## src/rtl/bw_div_pkg.sv

```systemverilog
// Shared types and constants for the bw_divider restoring divider.
package bw_div_pkg;

    localparam int default_width_p = 4;

    typedef enum logic [1:0] {
        IDLE = 2'd0,
        CALC = 2'd1,
        DONE = 2'd2
    } state_t;

endpackage

```

## src/rtl/bw_div_step.sv

```systemverilog
// One combinational restoring-division step: trial-subtract the divisor from the
// shifted partial remainder and keep the difference when it does not borrow.
module bw_div_step #(
    parameter int width_p = 4
) (
    input  logic [width_p:0]   rem_i,
    input  logic [width_p-1:0] div_i,
    output logic [width_p-1:0] rem_o,
    output logic               q_bit_o
);

    logic [width_p:0] diff;

    // The top difference bit is a valid borrow because rem_i < 2*div_i holds for a
    // nonzero divisor; a zero divisor is resolved by the caller.
    assign diff    = rem_i - {1'b0, div_i};
    assign q_bit_o = ~diff[width_p];
    assign rem_o   = q_bit_o ? diff[width_p-1:0] : rem_i[width_p-1:0];

endmodule

```

## src/rtl/bw_divider.sv

```systemverilog
// Sequential signed/unsigned divider: magnitudes go through width_p restoring
// steps, then quotient and remainder signs are fixed up on entry to DONE.
module bw_divider
    import bw_div_pkg::*;
#(
    parameter int width_p = default_width_p
) (
    input  logic               clk_i,
    input  logic               rst_ni,
    input  logic               valid_i,
    output logic               ready_o,
    input  logic [width_p-1:0] a_i,
    input  logic [width_p-1:0] b_i,
    input  logic               a_signed_i,
    input  logic               b_signed_i,
    output logic               valid_o,
    input  logic               ready_i,
    output logic [width_p-1:0] q_o,
    output logic [width_p-1:0] r_o,
    output logic               div_zero_o
);

    localparam int cnt_w = $clog2(width_p + 1);

    state_t             state;
    logic [cnt_w-1:0]   cnt;
    logic [width_p-1:0] a_raw;
    logic [width_p-1:0] divisor;
    logic [width_p-1:0] quo;
    logic [width_p-1:0] rem;
    logic               a_neg;
    logic               b_neg;
    logic               b_zero;

    logic               a_in_neg;
    logic               b_in_neg;
    logic [width_p-1:0] a_mag;
    logic [width_p-1:0] b_mag;
    logic [width_p-1:0] step_rem;
    logic               step_q;

    // Mod-2^width_p negation also yields the right magnitude for the most-negative value.
    assign a_in_neg = a_signed_i & a_i[width_p-1];
    assign b_in_neg = b_signed_i & b_i[width_p-1];
    assign a_mag    = a_in_neg ? ('0 - a_i) : a_i;
    assign b_mag    = b_in_neg ? ('0 - b_i) : b_i;

    bw_div_step #(
        .width_p (width_p)
    ) u_step (
        .rem_i   ({rem, quo[width_p-1]}),
        .div_i   (divisor),
        .rem_o   (step_rem),
        .q_bit_o (step_q)
    );

    assign ready_o = rst_ni && (state == IDLE);
    assign valid_o = (state == DONE);

    // NOTE: datapath registers are loaded before use, so only control and outputs reset.
    always_ff @(posedge clk_i) begin
        if (!rst_ni) begin
            state      <= IDLE;
            cnt        <= '0;
            q_o        <= '0;
            r_o        <= '0;
            div_zero_o <= 1'b0;
        end else begin
            case (state)
                IDLE: begin
                    if (valid_i) begin
                        a_raw   <= a_i;
                        divisor <= b_mag;
                        quo     <= a_mag;
                        rem     <= '0;
                        a_neg   <= a_in_neg;
                        b_neg   <= b_in_neg;
                        b_zero  <= (b_i == '0);
                        cnt     <= '0;
                        state   <= CALC;
                    end
                end
                CALC: begin
                    if (cnt == cnt_w'(width_p)) begin
                        div_zero_o <= b_zero;
                        if (b_zero) begin
                            q_o <= '1;
                            r_o <= a_raw;
                        end else begin
                            q_o <= (a_neg ^ b_neg) ? ('0 - quo) : quo;
                            r_o <= a_neg ? ('0 - rem) : rem;
                        end
                        state <= DONE;
                    end else begin
                        rem <= step_rem;
                        quo <= (quo << 1) | width_p'(step_q);
                        cnt <= cnt + 1'b1;
                    end
                end
                DONE: begin
                    if (ready_i) state <= IDLE;
                end
                default: state <= IDLE;
            endcase
        end
    end

endmodule

```

## config.mk

```make
export PLATFORM = sky130hd
export DESIGN_NAME = bw_divider
export DESIGN_NICKNAME = d
export VERILOG_FILES = /design/src/rtl/bw_div_pkg.sv /design/src/rtl/bw_div_step.sv /design/src/rtl/bw_divider.sv
export SDC_FILE = /design/constraint.sdc
export NUM_CORES = 1
export LEC_CHECK = 0
export CELL_PAD_IN_SITES_DETAIL_PLACEMENT = 0
export CELL_PAD_IN_SITES_GLOBAL_PLACEMENT = 1
export CORE_MARGIN = 10
export CORE_UTILIZATION = 38
export CTS_CLUSTER_DIAMETER = 120
export CTS_CLUSTER_SIZE = 28
export DETAILED_ROUTE_END_ITERATION = 7
export GPL_TIMING_DRIVEN = 1
export HOLD_SLACK_MARGIN = 0.12
export PLACE_DENSITY_LB_ADDON = 0.1
export SLEW_MARGIN = 20
export SYNTH_ARGS = -nofsm -noshare
export SYNTH_HDL_FRONTEND = slang
export SYNTH_SLANG_ARGS = --single-unit
export TNS_END_PERCENT = 100
```

## constraint.sdc

```tcl
create_clock -name clk_i -period 2 [get_ports clk_i]
set_input_delay 0.3 -clock clk_i [delete_from_list [all_inputs] [get_ports clk_i]]
set_output_delay 0.3 -clock clk_i [all_outputs]
set_load 0.1 [all_outputs]
```

; ---- Yosys cells after proc, flatten, opt, wreduce, memory -nomap -nowiden
; Cells that the tools add are included.
[word_totals]
elab_cells = 59
reg_bits = 33
[op_classes]
muxes = 20
reduce_logical = 9
addsub = 6
n_eq_ne = 7
bitwise = 5
[op_table]
columns = op, n
row1 = 4-bit 2-to-1 mux, 11
row2 = 4-bit one-hot mux with 2 select lines, 2
row3 = "1-bit by 4-bit subtractor with 4-bit output, first input constant", 4
row4 = 3-bit AND reduction, 3
row5 = 2-bit 2-to-1 mux, 3
row6 = 3-bit 2-to-1 mux, 2
row7 = "2-bit inequality test, second input constant", 3
row8 = 2-bit one-hot mux with 3 select lines, 1
row9 = 3-bit one-hot mux with 2 select lines, 1
row10 = 5-bit by 4-bit subtractor with 5-bit output, 1
row11 = 4-bit logical NOT, 1
row12 = 4-bit by 1-bit bitwise OR with 4-bit output, 1
row13 = 4-bit AND reduction, 1
row14 = "3-bit by 1-bit adder with 3-bit output, second input constant", 1
row15 = "3-bit equality test, second input constant", 1
row16 = 1-bit bitwise AND, 2
row17 = "2-bit by 1-bit equality test with 1-bit output, second input constant", 1
row18 = "2-bit equality test, second input constant", 1
row19 = 2-bit logical NOT, 1
row20 = "2-bit by 1-bit inequality test with 1-bit output, second input constant", 1
row21 = 2-bit AND reduction, 1
row22 = 2-bit nonzero test, 1
row23 = 1-bit logical AND, 1
row24 = 1-bit inverter, 1
row25 = 1-bit XOR, 1

; ---- Longest topological paths before layout
[depth]
ltp_word = 5
depth_mapped = 8
depth_no_buf = 8

; ---- Hierarchy
; Synthesis repeated with hierarchy kept, for this count alone.
[unflattened]
cells_unflattened = 169
hier_area_um2 = 1789.2
[modules_own_cells]
columns = mod, n_inst, area_per_inst_um2, seq_area_each_um2, cells_each
row1 = bw_divider, 1, 1585.3, 850.8, 145
row2 = bw_div_step, 1, 203.9, 0.0, 24

; ---- Worst setup path before layout
; Ideal clock, no wire load.
[synth_timing]
path_type = flip-flop to flip-flop
from = register quo[3]
to = register rem[3] (data pin)
setup_time_ns = 0.259
t_required_ns = 1.741
arrival_time_ns = 1.714
setup_slack_ns = 0.028
stages_incl_launch_ff = 9
path_cell_list = edfxtp_1 -> inv_1 -> ha_1 -> fa_1 -> nand2b_1 -> a21oi_4 -> xnor2_4 -> mux2i_1 -> nor2_1
[synth_via]
elab_chain_len = 4
[synth_rtl]
columns = element, line
row1 = start: declaration, bw_divider.sv:29  ; logic [width_p-1:0] quo;
row2 = start signal: assignment, bw_divider.sv:74  ; quo <= a_mag;
row3 = start signal: assignment, bw_divider.sv:96  ; quo <= (quo << 1) | width_p'(step_q);
row4 = 5-bit by 4-bit subtractor with 5-bit output, bw_div_step.sv:16  ; assign diff = rem_i - {1'b0, div_i};
row5 = 4-bit 2-to-1 mux, bw_div_step.sv:18  ; assign rem_o = q_bit_o ? diff[width_p-1:0] : rem_i[width_p-1:0];
row6 = 4-bit 2-to-1 mux, bw_divider.sv:84  ; if (cnt == cnt_w'(width_p)) begin
row7 = 4-bit one-hot mux with 2 select lines, bw_divider.sv:69  ; case (state)
row8 = end signal: assignment, bw_divider.sv:95  ; rem <= step_rem;
row9 = end: declaration, bw_divider.sv:30  ; logic [width_p-1:0] rem;
; Every way passes these cells. The select of a mux whose other input is x is not followed.
; A chain may end at the register's enable or synchronous reset.

; ---- Worst setup path after layout
; Same ends and word-level chain as after synthesis.

==> results.md <==
Power:
- The share of total power dissipated in the clock network is 0.341.
- The total power consumption of the routed design is 1.59 mW.
- Cell internal power was estimated by the tool at around 1.2 mW.
- The analysis attributes to net switching a power of slightly below 0.4 mW.
- The worst-case IR drop observed on VDD is 388 uV.
- The power density over the cells is 711 nW/um^2.
- The leakage power of the design is 0.938 nW.
- Of the total power, the share spent switching nets is 0.244.
- The relative contribution of combinational cells to total power is 0.170.
- Of the total power, registers draw 0.490.

Global routing:
- Entering global routing, the biggest net connects 15 pins.
- The first global-routing pass estimated 6150 um of wire.
- For this run the aggregate overflow at the end of global routing stands at 0.
- The number of global-route vias before repair is 1274.
- The initial antenna violation count is 0.
- The global router's overall resource usage is 0.0991.

Synth:
- The compound-gate portion of the synthesized area is 0.109.
- The share of synthesized cell area in and, or, nand and nor gates is 0.191.
- The Yosys step of the flow raised 0 warnings.
- Of the total synthesized cell area, the portion taken by XOR and XNOR cells is 0.0656.
- After technology mapping, the gate count stands at 176.
- For this run, the register share of the synthesized area comes to 0.485.
- The post-synthesis area per instance is roughly 10 um^2.
- The synthesized design spends more area on one cell type than any other, namely sky130_fd_sc_hd__edfxtp_1.
- The number of nets in the synthesized netlist is 201.
- The multiplexer area fraction after synthesis is 0.0171.
- The synthesized design contains 33 register bits.
- The synthesized netlist occupies a cell area of 1760 um^2.
- After synthesis, the cell types taking the most area are sky130_fd_sc_hd__edfxtp_1 33%, sky130_fd_sc_hd__dfxtp_1 16%, sky130_fd_sc_hd__ha_1 7.1%.
- Of the post-synthesis cell area, the dominant cell type holds 0.325.
- The synthesized netlist contains 36 unique library cells.
- The main combinational cell family by area after synthesis is simple AND/OR/NAND/NOR gates.
- The arithmetic-cell share of the synthesized area counting full adders, half adders and majority gates is 0.0827.

Setup path:
- STA classifies the critical path endpoint as a flip-flop.
- The number of cells on the worst reg-to-reg path is 8.
- STA classifies the critical path startpoint as a flip-flop.
- The peak per-stage delay on the critical path is 340 ps.
- The signal on the critical path passes through inv_1, ha_2, fa_2, nand2b_4, a21oi_4, xnor2_4, mux2i_1, nor2_1.
- Along the worst path, the maximum fanout reaches 3.
- The critical path runs through a total of 8 cells.
- Among cell families on the critical path, the largest total delay comes from adder cells.
- The required time of the critical path is ~2000 ps.
- By startpoint and endpoint, the worst setup path is classified as reg2reg.
- The number of buffers and inverters on the critical path is 1.
- The largest individual stage delay along the critical path comes from the cell sky130_fd_sc_hd__edfxtp_1.
- Data on the critical path arrives at its endpoint at 1940 ps.

Final layout:
- The final core area utilization is 0.505.
- In the final layout, the share of cells above drive strength 1 is 0.166.
- The count of antenna diodes in the layout is 0.
- The post-layout net count is around 240.
- The area growth from synthesis to layout is 27.0%.
- The filler cells instantiated in the layout total 409.

STA:
- The worst hold-check slack is 457 ps.
- The count of final hold-check violations came to 0.
- The count of final max-slew check failures was 0.
- The tightest slew margin relative to the limit is 0.744.
- Setup violations remaining at the end of the flow were counted as 0.
- The final setup skew is 4.72 ps.
- The share of the clock period used by the worst path is 0.961.
- Setup slack on the critical path of the routed design comes to 77.1 ps.
- Setup repair after global routing could not meet its margin everywhere.
- The smallest clock period supported by the final layout is computed as roughly 1900 ps.
- The slew at the pin closest to its max-slew limit is 384 ps.
- Derived from the worst setup path, the maximum achievable clock frequency is roughly 520 MHz.

Route:
- After detailed routing, the total wire length is 3560 um.
- The number of DRC markers after the initial detailed-route iteration is 37.
- After detailed routing, the average wire length per cell comes to 13.5 um.
- In the routed design, unresolved DRC markers number 0.
- Once detail routing completed, the nets flagged for antenna violations numbered 0.
- The number of iterations in the first detailed-routing pass is 4.
- The average via count per standard cell is approximately 4.9.
- The via count is 1283.

Clock network:
- In this run the post-CTS setup repair buffer count came out at 0.
- In this run the deepest clock path goes through 2 buffers.
- Counting every sink on the clock net gives 33.
- After clock tree synthesis, the clock-pin slew on the worst setup and hold paths is about 60 ps.
- The insertion delay to the later sink of the worst-skew pair is around 280 ps.
- TritonCTS built the clock tree.
- The number of buffers created by CTS is 5.
- The number of levels the H-tree was split into is 2.
- The buffer type at the clock tree root is sky130_fd_sc_hd__clkbuf_8.

Die:
- The effective utilization at floorplan is 0.398.
- The die extent in y is 88.0 um.
- The core box area is 4410 um^2.
- The floorplan row count is 24.
- Pin placement for this block handled 25 I/O pins.
- The floorplan step defined a die boundary enclosing 7740 um^2.
- The die is between 80 and 90 um wide.

Place:
- The congestion estimate from routability-driven global placement came to 0.809.
- Summed over all nets, the half-perimeter wirelength after detailed placement is approximately 2800 um.
- The worst slack after detailed placement is -38.5 ps.
- In this run the tool buffered the top-level ports with 24 buffer cells.

Run:
- Across the run, the number of max-cap violations was 0.

Run status:
- The flow ran to the end, and the final reports show no timing, DRC or antenna violations.

Worst hold path:
- The instance count along the most critical hold path is 2.
- The class of the tightest hold or removal check is reg2reg.
-- sequential cells by signal (all words and copies together) (netlist names) --
name	cells
cnt	3
b_zero	1
quo	4
a_neg	1
divisor	4
state	2
q_o	4
r_o	4
div_zero_o	1
b_neg	1
rem	4
a_raw	4
-- power groups by stage --
stage	sequential, mW	combinational [mW]	clock (mW)
6_report	0.777	0.269	0.540
5_1_grt	0.780	0.304	0.585
4_1_cts	0.777	0.272	0.558
3_5_place_dp	0.792	0.265	0
3_3_place_gp	0.792	0.261	0
2_1_floorplan	0.785	0.169	0
-- metrics by stage --
| stage | TNS, ps | cell area (um^2) | std cells |
|---|---|---|---|
| CTS | 0 | 2230 | 263 |
| global placement | 0 | 2120 | 255 |
| finish | 0 | 2230 | 263 |
| global route | -89.9 | 2230 | 263 |
| floorplan | 0 | 1760 | 176 |
| detailed placement | -147 | 2120 | 255 |
-- what timing repair did --
item                                    CTS  global route
gates resized for setup                   2             1
pin swaps                                 1             1
endpoints found under the setup margin    5             5
hold buffers                              0             0
-- kinds of logic after synthesis --
family,count (synthesis)
AND/OR/NAND/NOR,69
flip-flops,33
AO/OA/AOI/OAI,28
buffers and inverters,21
XOR/XNOR,11
adder cells (fa/ha/maj),11
multiplexers,3
-- area by class of cell --
class / instances / area [um^2] / share of cell area
tap: 52 / 65.1 / 0.0292
inverter: 16 / 60.1 / 0.0269
sequential: 33 / 851 / 0.382
timing repair buffer: 32 / 323 / 0.145
clock buffer: 7 / 96.3 / 0.0432
clock inverter: 1 / 5.00 / 0.00224
multi-input combinational: 122 / 830 / 0.372
-- metal layers --
layer / part of all wire / track usage
met1: 0.44 / 0.118
met2: 0.49 / 0.163
met3: 0.062 / 0.0344
met4: 0.0065 / 0.0333
met5: 0 / 0
-- cell usage in the layout (no fill, tap or decap), types with 3 or more instances in the layout --
master	netlist	layout
sky130_fd_sc_hd__clkdlybuf4s50_1	0	13
sky130_fd_sc_hd__nand2b_1	4	3
sky130_fd_sc_hd__nand2_1	20	20
sky130_fd_sc_hd__edfxtp_1	19	19
sky130_fd_sc_hd__ha_1	10	9
sky130_fd_sc_hd__mux2i_1	3	3
sky130_fd_sc_hd__xnor2_1	7	7
sky130_fd_sc_hd__buf_12	0	4
sky130_fd_sc_hd__a21boi_1	3	3
sky130_fd_sc_hd__nor2_1	16	16
sky130_fd_sc_hd__dfxtp_1	14	14
sky130_fd_sc_hd__a21oi_1	4	4
sky130_fd_sc_hd__and2_1	4	4
sky130_fd_sc_hd__nor3_1	3	3
sky130_fd_sc_hd__xor2_1	3	3
sky130_fd_sc_hd__buf_4	0	15
sky130_fd_sc_hd__inv_1	16	16
sky130_fd_sc_hd__o21ai_0	11	11
sky130_fd_sc_hd__clkbuf_8	0	7
sky130_fd_sc_hd__o31ai_1	5	5
sky130_fd_sc_hd__nand3_1	11	11
-- cell usage after synthesis, drive strengths merged --
master,instances
a21boi,3
a21oi,5
a311oi,1
and2,4
and2b,1
and3,2
buf,2
clkbuf,3
dfxtp,14
edfxtp,19
fa,1
ha,10
inv,16
mux2i,3
nand2,20
nand2b,4
nand3,11
nand4,1
nand4b,1
nor2,16
nor2b,3
nor3,3
nor3b,2
o211a,1
o211ai,1
o21a,1
o21ai,11
o31ai,5
or2b,1
xnor2,8
xor2,3
-- worst min-delay path, cell delays in order, from the launching register on --
cell	delay, ps
sky130_fd_sc_hd__dfxtp_1	310
sky130_fd_sc_hd__nand2_1	50
sky130_fd_sc_hd__a21boi_1	50
-- path summary, 6_finish.rpt --
check	start	endpoint	slack, ps
max	quo[3]	rem[3]	80
min	r_o[1]	r_o[1]	460
max reg2reg	quo[3]	rem[3]	80
min reg2reg	r_o[1]	r_o[1]	460
(Power assumes the default switching activity.)
